$ cat config.mk
export PLATFORM = sky130hd
export DESIGN_NAME = irq_modport_flat
export DESIGN_NICKNAME = d
export VERILOG_FILES = /design/src/rtl/irq_modport_pkg.sv /design/src/rtl/irq_modport_if.sv /design/src/rtl/irq_modport_sync.sv /design/src/rtl/irq_modport.sv /design/src/flat_wrapper.sv
export SDC_FILE = /design/constraint.sdc
export NUM_CORES = 1
export LEC_CHECK = 0
export ABC_AREA = 1
export ABC_CLOCK_PERIOD_IN_PS = 1400
export BUFFER_PORTS_ARGS = -buffer_cell sky130_fd_sc_hd__clkbuf_2
export CAP_MARGIN = 30
export CORE_UTILIZATION = 33
export CTS_BUF_LIST = sky130_fd_sc_hd__clkbuf_16
export DETAILED_ROUTE_END_ITERATION = 6
export PLACE_DENSITY = 0.95
export SYNTH_ARGS = -nofsm -noshare
export SYNTH_HDL_FRONTEND = slang
export SYNTH_SLANG_ARGS = --single-unit
$ cat constraint.sdc
create_clock -name ms_riscv32_mp_clk_in -period 1.4 [get_ports ms_riscv32_mp_clk_in]
set_input_delay 0.07 -clock ms_riscv32_mp_clk_in [delete_from_list [all_inputs] [get_ports ms_riscv32_mp_clk_in]]
set_output_delay 0.07 -clock ms_riscv32_mp_clk_in [all_outputs]
set_load 0.005 [all_outputs]
$ cat src/rtl/irq_modport_pkg.sv
// Shared constants for the machine-mode interrupt block: CSR addresses,
// mip/mie bit positions, mcause codes and the fixed-priority selector.
package msrv32_irq_pkg;

    localparam logic [11:0] CSR_MIE_ADDR = 12'h304;
    localparam logic [11:0] CSR_MIP_ADDR = 12'h344;

    localparam int MEI_BIT = 11;
    localparam int MTI_BIT = 7;
    localparam int MSI_BIT = 3;

    // Only these mie/mip bits are implemented; every other bit reads 0.
    localparam logic [31:0] IRQ_MASK = 32'h0000_0888;

    localparam logic [3:0] CAUSE_NONE = 4'd0;
    localparam logic [3:0] CAUSE_MEI  = 4'd11;
    localparam logic [3:0] CAUSE_MTI  = 4'd7;
    localparam logic [3:0] CAUSE_MSI  = 4'd3;

    // Which source wins arbitration; also handy as a debug view.
    typedef enum logic [1:0] {
        SRC_NONE = 2'd0,
        SRC_MEI  = 2'd1,
        SRC_MSI  = 2'd2,
        SRC_MTI  = 2'd3
    } irq_src_e;

    // Fixed priority: external, then software, then timer.
    function automatic irq_src_e irq_select(input logic [31:0] pending);
        irq_src_e src;
        src = SRC_NONE;
        if (pending[MEI_BIT])      src = SRC_MEI;
        else if (pending[MSI_BIT]) src = SRC_MSI;
        else if (pending[MTI_BIT]) src = SRC_MTI;
        return src;
    endfunction

    function automatic logic [3:0] irq_cause(input irq_src_e src);
        logic [3:0] cause;
        case (src)
            SRC_MEI: cause = CAUSE_MEI;
            SRC_MSI: cause = CAUSE_MSI;
            SRC_MTI: cause = CAUSE_MTI;
            default: cause = CAUSE_NONE;
        endcase
        return cause;
    endfunction

endpackage

$ cat src/rtl/irq_modport_if.sv
// CSR access bus between the CSR file (master) and the interrupt block (slave).
//
// Bus semantics: there is no valid/ready pair. csr_wr_en_in is a one-cycle
// write strobe; the write is taken at the rising edge where it is high and
// always completes (the slave never stalls). csr_rd_data_out is a purely
// combinational function of csr_addr_in and registered state, valid in the
// same cycle the address is presented.
interface irq_modport_if;
    logic        csr_wr_en_in;
    logic [11:0] csr_addr_in;
    logic [31:0] csr_wr_data_in;
    logic [31:0] csr_rd_data_out;

    modport master (
        output csr_wr_en_in,
        output csr_addr_in,
        output csr_wr_data_in,
        input  csr_rd_data_out
    );

    modport slave (
        input  csr_wr_en_in,
        input  csr_addr_in,
        input  csr_wr_data_in,
        output csr_rd_data_out
    );
endinterface

$ cat src/rtl/irq_modport_sync.sv
// N-stage flop chain for one asynchronous interrupt line. The output is the
// last stage itself, so a level sampled at edge K appears after edge K+N-1.
module irq_sync #(
    parameter int N = 1  // legal 1..3
) (
    input  logic ms_riscv32_mp_clk_in,
    input  logic ms_riscv32_mp_rst_in,
    input  logic irq_in,
    output logic irq_sync_out
);

    logic [N:0] chain;

    assign chain[0] = irq_in;

    // Shift the level down the chain; reset clears every stage at once.
    always_ff @(posedge ms_riscv32_mp_clk_in or negedge ms_riscv32_mp_rst_in) begin
        if (!ms_riscv32_mp_rst_in) chain[N:1] <= '0;
        else                       chain[N:1] <= chain[N-1:0];
    end

    assign irq_sync_out = chain[N];

endmodule

$ cat src/rtl/irq_modport.sv
// Machine-mode interrupt controller: synchronises the three level-sensitive
// interrupt lines into mip, holds the mie mask, exposes both over the CSR bus
// and raises a prioritised request toward the trap logic.
module irq_modport
    import msrv32_irq_pkg::*;
#(
    parameter int          SYNC_STAGES = 1,      // legal 1..3
    parameter logic [31:0] MIE_RST     = 32'h0
) (
    input  logic                ms_riscv32_mp_clk_in,
    input  logic                ms_riscv32_mp_rst_in,
    input  logic                ms_riscv32_mp_eirq_in,
    input  logic                ms_riscv32_mp_tirq_in,
    input  logic                ms_riscv32_mp_sirq_in,
    input  logic                mstatus_mie_in,
    irq_modport_if.slave        csr_if,
    output logic [31:0]         mip_out,
    output logic [31:0]         mie_out,
    output logic                irq_req_out,
    output logic [3:0]          irq_cause_out
);

    logic        meip_sync;
    logic        mtip_sync;
    logic        msip_sync;
    logic [31:0] mie_q;
    logic [31:0] mip;
    logic [31:0] pending;
    irq_src_e    winner;

    irq_sync #(.N(SYNC_STAGES)) u_sync_eirq (
        .ms_riscv32_mp_clk_in (ms_riscv32_mp_clk_in),
        .ms_riscv32_mp_rst_in (ms_riscv32_mp_rst_in),
        .irq_in               (ms_riscv32_mp_eirq_in),
        .irq_sync_out         (meip_sync)
    );

    irq_sync #(.N(SYNC_STAGES)) u_sync_tirq (
        .ms_riscv32_mp_clk_in (ms_riscv32_mp_clk_in),
        .ms_riscv32_mp_rst_in (ms_riscv32_mp_rst_in),
        .irq_in               (ms_riscv32_mp_tirq_in),
        .irq_sync_out         (mtip_sync)
    );

    irq_sync #(.N(SYNC_STAGES)) u_sync_sirq (
        .ms_riscv32_mp_clk_in (ms_riscv32_mp_clk_in),
        .ms_riscv32_mp_rst_in (ms_riscv32_mp_rst_in),
        .irq_in               (ms_riscv32_mp_sirq_in),
        .irq_sync_out         (msip_sync)
    );

    // mip is read-only: it is the last sync stage of each line, nothing more.
    always_comb begin
        mip          = '0;
        mip[MEI_BIT] = meip_sync;
        mip[MTI_BIT] = mtip_sync;
        mip[MSI_BIT] = msip_sync;
    end

    // mie register: only the three implemented enable bits are writable.
    always_ff @(posedge ms_riscv32_mp_clk_in or negedge ms_riscv32_mp_rst_in) begin
        if (!ms_riscv32_mp_rst_in)
            mie_q <= MIE_RST & IRQ_MASK;
        else if (csr_if.csr_wr_en_in && (csr_if.csr_addr_in == CSR_MIE_ADDR))
            mie_q <= csr_if.csr_wr_data_in & IRQ_MASK;
    end

    // CSR read mux; writes to mip fall through here and are simply dropped.
    always_comb begin
        csr_if.csr_rd_data_out = '0;
        case (csr_if.csr_addr_in)
            CSR_MIE_ADDR: csr_if.csr_rd_data_out = mie_q;
            CSR_MIP_ADDR: csr_if.csr_rd_data_out = mip;
            default:      csr_if.csr_rd_data_out = '0;
        endcase
    end

    // Request and cause come straight from registered state, so reset and the
    // global enable take effect without waiting for a clock edge.
    always_comb begin
        pending       = mip & mie_q;
        winner        = irq_select(pending);
        irq_req_out   = mstatus_mie_in & (pending != '0);
        irq_cause_out = irq_req_out ? irq_cause(winner) : CAUSE_NONE;
    end

    assign mip_out = mip;
    assign mie_out = mie_q;

endmodule

$ cat src/flat_wrapper.sv
// flat-port wrapper written by rule: the top's interface ports become plain ports
module irq_modport_flat import msrv32_irq_pkg::*;
#(
    parameter int          SYNC_STAGES = 1,                   
    parameter logic [31:0] MIE_RST     = 32'h0
)
  (ms_riscv32_mp_clk_in, ms_riscv32_mp_rst_in, ms_riscv32_mp_eirq_in, ms_riscv32_mp_tirq_in, ms_riscv32_mp_sirq_in, mstatus_mie_in, mip_out, mie_out, irq_req_out, irq_cause_out, csr_if_csr_wr_en_in, csr_if_csr_addr_in, csr_if_csr_wr_data_in, csr_if_csr_rd_data_out);
  irq_modport_if csr_if_i ();
  input  logic ms_riscv32_mp_clk_in;
  input  logic ms_riscv32_mp_rst_in;
  input  logic ms_riscv32_mp_eirq_in;
  input  logic ms_riscv32_mp_tirq_in;
  input  logic ms_riscv32_mp_sirq_in;
  input  logic mstatus_mie_in;
  output logic [31:0] mip_out;
  output logic [31:0] mie_out;
  output logic irq_req_out;
  output logic [3:0] irq_cause_out;
  input wire logic [$bits(csr_if_i.csr_wr_en_in)-1:0] csr_if_csr_wr_en_in;
  input wire logic [$bits(csr_if_i.csr_addr_in)-1:0] csr_if_csr_addr_in;
  input wire logic [$bits(csr_if_i.csr_wr_data_in)-1:0] csr_if_csr_wr_data_in;
  output wire logic [$bits(csr_if_i.csr_rd_data_out)-1:0] csr_if_csr_rd_data_out;
  assign csr_if_i.csr_wr_en_in = csr_if_csr_wr_en_in;
  assign csr_if_i.csr_addr_in = csr_if_csr_addr_in;
  assign csr_if_i.csr_wr_data_in = csr_if_csr_wr_data_in;
  assign csr_if_csr_rd_data_out = csr_if_i.csr_rd_data_out;
  irq_modport #(.SYNC_STAGES(SYNC_STAGES), .MIE_RST(MIE_RST)) u_core (.ms_riscv32_mp_clk_in(ms_riscv32_mp_clk_in), .ms_riscv32_mp_rst_in(ms_riscv32_mp_rst_in), .ms_riscv32_mp_eirq_in(ms_riscv32_mp_eirq_in), .ms_riscv32_mp_tirq_in(ms_riscv32_mp_tirq_in), .ms_riscv32_mp_sirq_in(ms_riscv32_mp_sirq_in), .mstatus_mie_in(mstatus_mie_in), .csr_if(csr_if_i), .mip_out(mip_out), .mie_out(mie_out), .irq_req_out(irq_req_out), .irq_cause_out(irq_cause_out));
endmodule
==> metrics.yaml, run 1 <==
timing:
  max_freq_ghz: 0.8596
  fin_setup_tns_ns: 0
  rsz0062_at_grt: "false"
  slew_viol_final: 0
  fin_crit_sh_pct: 83.09
  finalCriticalPeriod_ns: 1.163
  finClkSkew_ns: 0
  setup_violations: 0
  finalHoldViolCount: 0
  holdWs_ns: 0.08627
global_routing:
  first_global_vias: 495
  grtUsageMet2_pct: 14.12
  antenna_found_initial: 0
  grt.overflow.total: 0
  met1_usage_pct: 8.895
  grt_util_met3_pct: 1.978
  grt_max_degree: 10
  grt_pass1_wl_mm: 2.028
  grt-busiest-layer: "met2"
  track_usage_pct: 8.018
synth:
  synthDominantCellAreaShare_pct: 64.16
  syn_inst: 144
  yosysSeqAreaShare_pct: 14.10
  synthTopCellsByArea: "buf_4, dfrtp_1, nand2_1"
  synthArstFlopShare_pct: 100.0
  ys_types: 14
  ys.flop_type: "dfrtp_1"
  synth_edf_count: 0
  yosysTopAreaCell: "buf_4"
  synth-seq-cells: 6
  syn_area_sq_um: 1065
  yosysWarnings: 0
  avgSynthCellArea_sq_um: 7.394
finish:
  mostFrequentLayoutCells: "conb_1, clkbuf_2, nand2_1, nand3_1"
  nNetsFinal: 234
  area_growth_pct: -1.410
  drive_gt1_share_pct: 25.41
  final_common_cell: "conb_1"
  antenna_cells: 0
critical_path:
  reg2reg_depth: 2
  r2r_slack_ns: 0.75
  critPathMaxFanout: 4
  startpoint_type: "flop"
  arrival_ns: 1.09
  regToRegEndpoint: "u_core.mie_out[7]"
  r2r_start: "u_core.mie_out[7]"
  timing_worst_setup_path_type: "reg -> out"
  crit_path_end_kind: "output port"
  crit_required_ns: 1.33
floorplanning:
  core_region_area_sq_um: 3053
  die_area_sq_um: 3457
  placementRows: 20
  start_util_pct: 34.88
  die_w_um: 58.80
  dieHeight_um: 58.80
  ios: 152
route:
  vias: 694
  first_iter_violations: 7
  routed_wl_mm: 1.515
  wl_per_cell_um: 6.733
  drc: 0
  antenna_left: 0
  first_pass_iters: 4
  via_per_inst: 3.084
hold_path:
  min_path_cells: 3
  min_from: "csr_if_csr_wr_data_in[11]"
  hold_path_end: "u_core.mie_out[11]"
  hp-class: "in -> reg"
cts:
  clk_pin_slew_ns: 0.03
  htreeDepth: 1
  numClockSinks: 6
  cts_tree: "yes"
  post_cts_resized: 0
  clockBufferDepth: 2
  clk-insertion-delay-late_ns: 0.23
  clockRootBuffer: "clkbuf_16"
  numCtsBuffers: 3
pwr:
  ir_drop_v: 0.0006642
  power_leakage_nw: 0.7379
  powerDensity_nw_per_um2: 728.0
outcome:
  status: "completed"
job:
  maxCapViolCount: 0
placed_design:
  io_buffers: 35
  place.gp.congestion: 0.6718
  hpwl_mm: 1.377
## power breakdown
part	total (mW)	leakage (nW)	internal, mW	switching [mW]
Combinational	0.122	0.624	0.0372	0.0848
Clock	0.458	0.0370	0.366	0.0920
Sequential	0.184	0.0769	0.179	0.00464
Total	0.764	0.738	0.583	0.181
## layout make-up
class | instances | area (sq um)
multi-input cells | 126 | 528.0
inverters | 7 | 26.28
flip-flops and latches | 6 | 150.1
fillers | 347 | 2003
clock buffers | 3 | 75.07
well taps | 44 | 55.05
repair buffers | 39 | 215.2
## sequential cells by signal, indices dropped and copies added, names as in the netlist
register                         cells
u_core.u_sync_tirq.irq_sync_out      1
u_core.u_sync_sirq.irq_sync_out      1
u_core.u_sync_eirq.irq_sync_out      1
u_core.mie_out                       3
## how the worst max path moves through the flow
| stage | startpoint | to | depth (start not counted) |
|---|---|---|---|
| 2_1_floorplan | u_core.mie_out[11] | irq_cause_out[1] | 5 |
| 3_3_place_gp | u_core.mie_out[11] | irq_cause_out[1] | 5 |
| 3_5_place_dp | u_core.mie_out[11] | irq_cause_out[1] | 5 |
| 4_1_cts | u_core.mie_out[11] | irq_cause_out[1] | 5 |
| 5_1_grt | u_core.mie_out[11] | irq_cause_out[1] | 5 |
| 6_report | u_core.mie_out[11] | irq_cause_out[1] | 5 |
## through the flow
step / instance area [sq um] / utilization (%) / instances / power, mW / setup WS (ns)
2_1_floorplan: 1388 / - / 230 / 0.4343 / 0.5160
3_5_place_dp: 934.6 / 30.61 / 218 / 0.2953 / 0.4754
6_report: 1050 / 34.39 / 225 / 0.7642 / 0.2367
4_1_cts: 1050 / 34.39 / 225 / 0.7625 / 0.2330
5_1_grt: 1050 / 34.39 / 225 / 0.7991 / 0.1369
3_3_place_gp: 934.6 / 30.61 / 218 / 0.2933 / 0.4830
## per-layer routing
| metal | share of wire [%] | up-vias | routed length, um |
|---|---|---|---|
| met5 | 0 | - | 0 |
| met4 | 0.92 | 0 | 14 |
| met3 | 12 | 2 | 178 |
| met2 | 51 | 73 | 775 |
| met1 | 36 | 282 | 547 |
| li1 | - | 337 | - |
## worst max-delay path, stage by stage, from the launching register on
cell	delay [ns]
dfrtp_1	0.40
nand2_1	0.12
nand3_1	0.08
nand2_1	0.10
inv_1	0.06
clkbuf_2	0.11
## repair_timing
action | CTS | global route
setup buffers | 0 | 0
hold buffers | 4 | 0
endpoints found under the hold margin | 9 | 0
## synth_stat cells, types with 2 or more instances
cell type,n
buf_4,91
dfrtp_1,6
inv_1,6
nand2_1,16
nand2_2,2
nand3_1,8
nand4_1,3
nor2_1,3
nor2_2,4
## logic make-up (layout without fill, tap and decap cells)
| logic type | count (synthesis) | count (layout) | share of synthesized area, % |
|---|---|---|---|
| other | 1 | 87 | 0.3522 |
| and+or+nand+nor | 39 | 39 | 18.92 |
| buffers and inverters | 98 | 49 | 66.63 |
| DFF | 6 | 6 | 14.10 |
(Power assumes the default switching activity.)
==> inputs of run 2 (changes only) <==
ABC_AREA = 0   (was 1)
ABC_CLOCK_PERIOD_IN_PS = 940   (was 1400)
CORE_UTILIZATION = 27   (was 33)
PLACE_DENSITY = 0.87   (was 0.95)
clock period = 0.94 ns   (was 1.4 ns; I/O delays follow)
==> metrics.yaml, run 2 <==
timing:
  slew_viol_final: 0  # unchanged
  finalCriticalPeriod_ns: 1.173
  finalHoldViolCount: 0  # unchanged
  max_freq_ghz: 0.8525
  finClkSkew_ns: 0  # unchanged
  fin_ws_ns: -0.2331  # -0.4698 ns
  rsz0062_at_grt: "true"
  fin_setup_tns_ns: -1.311  # -1.311 ns
  fin_crit_sh_pct: 124.8
  setup_violations: 10  # +10
  holdWs_ns: 0.05036  # -0.03591 ns
finish:
  final_common_cell: "conb_1"
  stdcell_count: 213  # -5.3%
  drive_gt1_share_pct: 32.73  # +7.3 points
  area_growth_pct: 9.732
  fill_cells: 378  # +8.9%
  multi_input_area_sq_um: 536.8  # +1.7%
  regArea_sq_um: 150.1  # unchanged
  nNetsFinal: 218  # -6.8%
  final_area_sq_um: 1129  # +7.5%
  largest_reg_flops: 3  # unchanged
  mostFrequentLayoutCells: "conb_1, clkbuf_2, buf_6, dfrtp_1"
  fin_util_pct: 30.83  # -3.6 points
  antenna_cells: 0  # unchanged
hold_path:
  min_path_cells: 2  # -1
  hp-class: "in -> reg"
route:
  antenna_left: 0  # unchanged
  drc: 0  # unchanged
  vias: 669  # -3.6%
  wl_met1_um: 404  # -26%
  wl_met2_um: 838  # +8.1%
  routed_wl_mm: 1.504  # -0.73%
  via_per_inst: 3.141  # +1.8%
  wl_per_cell_um: 7.061  # +4.9%
  routed.top_layer: "met4"
  first_pass_iters: 4  # unchanged
  met3WireLength_um: 218  # +22%
  first_iter_violations: 10  # +3
critical_path:
  startpoint_type: "flop"
  timing_worst_setup_path_type: "reg -> out"
  cp.depth: 3  # -2
  reg2reg_depth: 3  # +1
  critPathMaxFanout: 3  # -1
  critPathSlowestCell: "dfrtp_1"
  arrival_ns: 1.13  # +0.04 ns
  crit_end: "irq_cause_out[2]"
  crit_required_ns: 0.89  # -0.44 ns
  regToRegEndpoint: "u_core.mie_out[11]"
  r2r_slack_ns: -0.06  # -0.81 ns
  crit_path_end_kind: "output port"
  cpPeakStageDelay_ns: 0.38  # -0.02 ns
  r2r_start: "u_core.mie_out[11]"
  crit_chain: "a22oi_2 -> and4_1 -> clkbuf_2"
  setup.worst_path.start: "u_core.mie_out[3]"
  critPathTopFamily: "flip-flops"
  path_buf_inv: 1  # -1
global_routing:
  grt_max_degree: 7  # -3
  grt.overflow.total: 0  # unchanged
  first_global_vias: 477  # -3.6%
  track_usage_pct: 6.903  # -1.1 points
  antenna_found_initial: 0  # unchanged
  grt_pass1_wl_mm: 2.014  # -0.69%
cts:
  clockBufferDepth: 2  # unchanged
  cts_tree: "yes"
  numCtsBuffers: 3  # unchanged
  clk-insertion-delay-late_ns: 0.23  # about the same
  clk_pin_slew_ns: 0.03  # about the same
  htreeDepth: 1  # unchanged
  clockRootBuffer: "clkbuf_16"
  numClockSinks: 6  # unchanged
synth:
  synth_top_family_by_area: "buffers and inverters"
  yosysSeqAreaShare_pct: 14.60  # +0.50 points
  synth-seq-cells: 6  # unchanged
  syn_area_sq_um: 1028  # -3.4%
  ys_types: 17  # +3
  synthDominantCellAreaShare_pct: 66.42  # +2.3 points
  synth_mux_area_share_pct: 7.299  # +7.3 points
  ys.flop_type: "dfrtp_1"
  synthArstFlopShare_pct: 100.0  # unchanged
  synthSimpleGateAreaFrac_pct: 9.124  # -9.8 points
  syn_inst: 120  # -17%
  yosysTopAreaCell: "buf_4"
  synth_xor_area_share_pct: 0  # unchanged
  yosysMostFrequentCell: "buf_4"
  synthTopCellsByArea: "buf_4, dfrtp_1, mux2_4"
  yosysWarnings: 0  # unchanged
  synthTopCellsByCount: "buf_4, dfrtp_1, nor2_1, mux2_4, mux2i_1"
  synth_edf_count: 0  # unchanged
  avgSynthCellArea_sq_um: 8.571  # +16%
  synthAdderAreaFrac_pct: 0  # unchanged
  synth_compound_area_share_pct: 2.190  # +2.2 points
floorplanning:
  dieHeight_um: 63.72  # +8.4%
  ios: 152  # unchanged
  placementRows: 22  # +10%
  die_area_sq_um: 4060  # +17%
  core_region_area_sq_um: 3661  # +20%
  start_util_pct: 28.09  # -6.8 points
  die_w_um: 63.72  # +8.4%
job:
  maxCapViolCount: 0  # unchanged
placed_design:
  hpwl_mm: 1.271  # -7.7%
  dp_slack_ns: -0.2150  # -0.6904 ns
  placed_cell_area_sq_um: 957.2  # +2.4%
  place.gp.congestion: 0.7281  # +8.4%
  io_buffers: 35  # unchanged
  placed_cells: 204  # -6.4%
pwr:
  power_leakage_nw: 0.6848  # -7.2%
  ir_drop_v: 0.0007023  # +5.7%
  powerDensity_nw_per_um2: 1041  # +43%
  total_power_mw: 1.174  # +54%
outcome:
  status: "finished with violations"
  violations: "setup timing"
[run 2: changes by cell type after synthesis, sizes merged, moves of 2 or more]
cell,previous run,this run
nand2,18,1
nand3,8,0
inv,7,0
nor2,8,4
mux2,0,3
mux2i,0,3
a21boi,0,2
and4,0,2
nand4,3,1
[run 2: cell type report]
class	count	area share, %
tap	48	5.322
sequential	6	13.30
multi-input combinational	109	47.56
clock buffer	3	6.652
timing repair buffer	47	27.16
[run 2: power breakdown]
| part | internal (mW) | switching [mW] |
|---|---|---|
| Sequential | 0.267 | 0.00664 |
| Combinational | 0.0778 | 0.125 |
| Clock | 0.546 | 0.151 |
[run 2: worst register-to-register path: stages (launching register included)]
cell,delay (ns)
dfrtp_1,0.39
buf_6,0.13
buf_6,0.10
mux2_4,0.26
[run 2: worst min-delay path by stage]
stage                              start                              end  slack [ns]
2_1_floorplan       ms_riscv32_mp_rst_in               u_core.mie_out[11]       -0.25
3_3_place_gp        ms_riscv32_mp_rst_in  u_core.u_sync_eirq.irq_sync_out       -0.13
3_5_place_dp        ms_riscv32_mp_rst_in  u_core.u_sync_tirq.irq_sync_out       -0.12
4_1_cts         csr_if_csr_wr_data_in[7]                u_core.mie_out[7]        0.05
5_1_grt        csr_if_csr_wr_data_in[11]               u_core.mie_out[11]        0.05
6_report        csr_if_csr_wr_data_in[7]                u_core.mie_out[7]        0.05
[run 2: layer usage]
layer | GRT usage (%) | up-vias
met5 | 0 | -
met4 | 5.966 | 0
met3 | 2.717 | 4
met2 | 13.03 | 76
met1 | 5.309 | 294
li1 | - | 295
[run 2: cell families after synthesis]
group,Yosys count
DFF,6
other,1
muxes,6
buffers and inverters,91
AOI/OAI and AO/OA,3
and+or+nand+nor,13
[run 2: repair_timing]
item | in CTS | in global routing
setup endpoints to repair | 8 | 13
hold buffers | 4 | 0
pin swaps | 2 | 6
hold endpoints to repair | 9 | 0
resized for setup | 5 | 5
cloned | 0 | 0
setup buffers | 2 | 1
==> inputs of run 3 (changes only) <==
TNS_END_PERCENT = 50   (was not set)
==> metrics.yaml, run 3 (same netlist as run 2, synthesis figures left out) <==
critical_path:
  critPathSlowestCell: "dfrtp_1"
  path_buf_inv: 1  # unchanged
  startpoint_type: "flop"
  arrival_ns: 1.13  # about the same
  crit_path_end_kind: "output port"
  crit_required_ns: 0.89  # about the same
  critPathMaxFanout: 3  # unchanged
  cpPeakStageDelay_ns: 0.38  # about the same
  timing_worst_setup_path_type: "reg -> out"
  crit_chain: "a22oi_2 -> and4_1 -> clkbuf_2"
  critPathTopFamily: "flip-flops"
outcome:
  status: "finished with violations"
  violations: "setup timing"
timing:
  fin_ws_ns: -0.2417  # -0.008641 ns
  setup_violations: 8  # -2
  finalCriticalPeriod_ns: 1.182  # +0.008641 ns
  rsz0062_at_grt: "true"
  max_freq_ghz: 0.8462  # -0.73%
  fin_crit_sh_pct: 125.7  # +0.92 points
  slew_viol_final: 0  # unchanged
  finalHoldViolCount: 0  # unchanged
  finClkSkew_ns: 0  # unchanged
floorplanning:
  ios: 152  # unchanged
  dieHeight_um: 63.72  # unchanged
  core_region_area_sq_um: 3661  # unchanged
  die_w_um: 63.72  # unchanged
  placementRows: 22  # unchanged
  start_util_pct: 28.09  # unchanged
  die_area_sq_um: 4060  # unchanged
global_routing:
  grtUsageMet2_pct: 13.96  # +0.93 points
  grt_util_met3_pct: 2.717  # unchanged
  grt-busiest-layer: "met2"
  grt_max_degree: 7  # unchanged
  track_usage_pct: 6.828  # -0.075 points
  grt.overflow.total: 0  # unchanged
  met1_usage_pct: 5.309  # unchanged
  grt_pass1_wl_mm: 2.014  # unchanged
  first_global_vias: 482  # +1.0%
  antenna_found_initial: 0  # unchanged
placed_design:
  placed_cells: 205  # +0.49%
  hpwl_mm: 1.359  # +7.0%
  placed_cell_area_sq_um: 964.7  # +0.78%
  place.gp.congestion: 0.7389  # +1.5%
  io_buffers: 35  # unchanged
pwr:
  p_sw_share_pct: 23.92  # -0.17 points
  ir_drop_v: 0.0009241  # +32%
  seqPwrFrac_pct: 23.4  # about the same
  p_sw_uw: 279.0  # -1.4%
  power_leakage_nw: 0.6795  # -0.77%
  p_int_uw: 887.4  # -0.45%
  powerDensity_nw_per_um2: 1053  # +1.2%
  pwr-share-clk_pct: 59.3  # about the same
  combPwrFrac_pct: 17.3  # about the same
finish:
  nNetsFinal: 218  # unchanged
  fin_util_pct: 30.25  # -0.58 points
  stdcell_count: 213  # unchanged
  final_area_sq_um: 1107  # -1.9%
  area_growth_pct: 7.664
  antenna_cells: 0  # unchanged
  drive_gt1_share_pct: 32.73  # unchanged
  final_common_cell: "conb_1"
  mostFrequentLayoutCells: "conb_1, clkbuf_2, dfrtp_1, buf_4"
  largest_reg_flops: 3  # unchanged
route:
  first_iter_violations: 5  # -5
  via_per_inst: 3.070  # -2.2%
  drc: 0  # unchanged
  wl_per_cell_um: 7.319  # +3.7%
  first_pass_iters: 4  # unchanged
  routed_wl_mm: 1.559  # +3.7%
  antenna_left: 0  # unchanged
  vias: 654  # -2.2%
cts:
  numClockSinks: 6  # unchanged
  htreeDepth: 1  # unchanged
  clk_pin_slew_ns: 0.03  # about the same
  numCtsBuffers: 3  # unchanged
  cts_tree: "yes"
  clockRootBuffer: "clkbuf_16"
  clk-insertion-delay-late_ns: 0.23  # about the same
  clockBufferDepth: 2  # unchanged
job:
  maxCapViolCount: 0  # unchanged
hold_path:
  hp-class: "in -> reg"
==> run 3: repair_timing <==
action,4_1_cts,5_1_grt
hold buffers,4,0
resized for setup,2,4
setup buffers,0,1
pin swaps,2,2
endpoints found under the setup margin,9,12
hold endpoints to repair,9,0
==> run 3: area by class of cell <==
type	instances	area (sq um)
clock buffer	3	75.07
fill	380	2554
multi-input combinational	109	535.5
sequential	6	150.1
tap	48	60.06
timing repair buffer	47	286.5
==> run 3: worst register-to-register path, cell delays in order, from the launching register on <==
cell	delay (ns)
dfrtp_1	0.38
buf_4	0.15
mux2_4	0.26
==> run 3: metrics by stage <==
step | hold slack (ns) | power, mW | TNS, ns | setup slack [ns]
after CTS | 0.04980 | 1.164 | -1.611 | -0.2666
after global routing | 0.05273 | 1.221 | -1.784 | -0.2822
after global placement | -0.1277 | 0.4511 | -0.6206 | -0.1800
after detailed placement | -0.1218 | 0.4543 | -0.8438 | -0.2164
final | 0.04834 | 1.166 | -1.433 | -0.2417
after floorplan | -0.2486 | 0.6426 | -0.2022 | -0.05484
==> run 3: worst paths after layout <==
check	start	slack, ns	depth (start not counted)	end
setup / recovery	u_core.mie_out[3]	-0.24	3	irq_cause_out[2]
hold / removal	csr_if_csr_wr_data_in[11]	0.05	2	u_core.mie_out[11]
setup reg to reg	u_core.mie_out[3]	0.04	2	u_core.mie_out[3]
hold reg to reg	u_core.mie_out[7]	0.59	1	u_core.mie_out[7]
max in group asynchronous	ms_riscv32_mp_rst_in	0.61	2	u_core.u_sync_tirq.irq_sync_out
min in group asynchronous	ms_riscv32_mp_rst_in	0.19	2	u_core.mie_out[11]
==> run 3: routing by layer <==
metal  vias up  part of all wire [%]
li1        294                     -
met1       285                    27
met2        73                    60
met3         2                    12
met4         0                  0.90
met5         -                     0
==> run 3: power groups by stage <==
stage	registers (mW)	logic (mW)	clock network, mW
detailed placement	0.274	0.180	0
finish	0.273	0.202	0.692
CTS	0.272	0.193	0.698
floorplan	0.275	0.367	0
global route	0.273	0.231	0.716
global placement	0.274	0.178	0
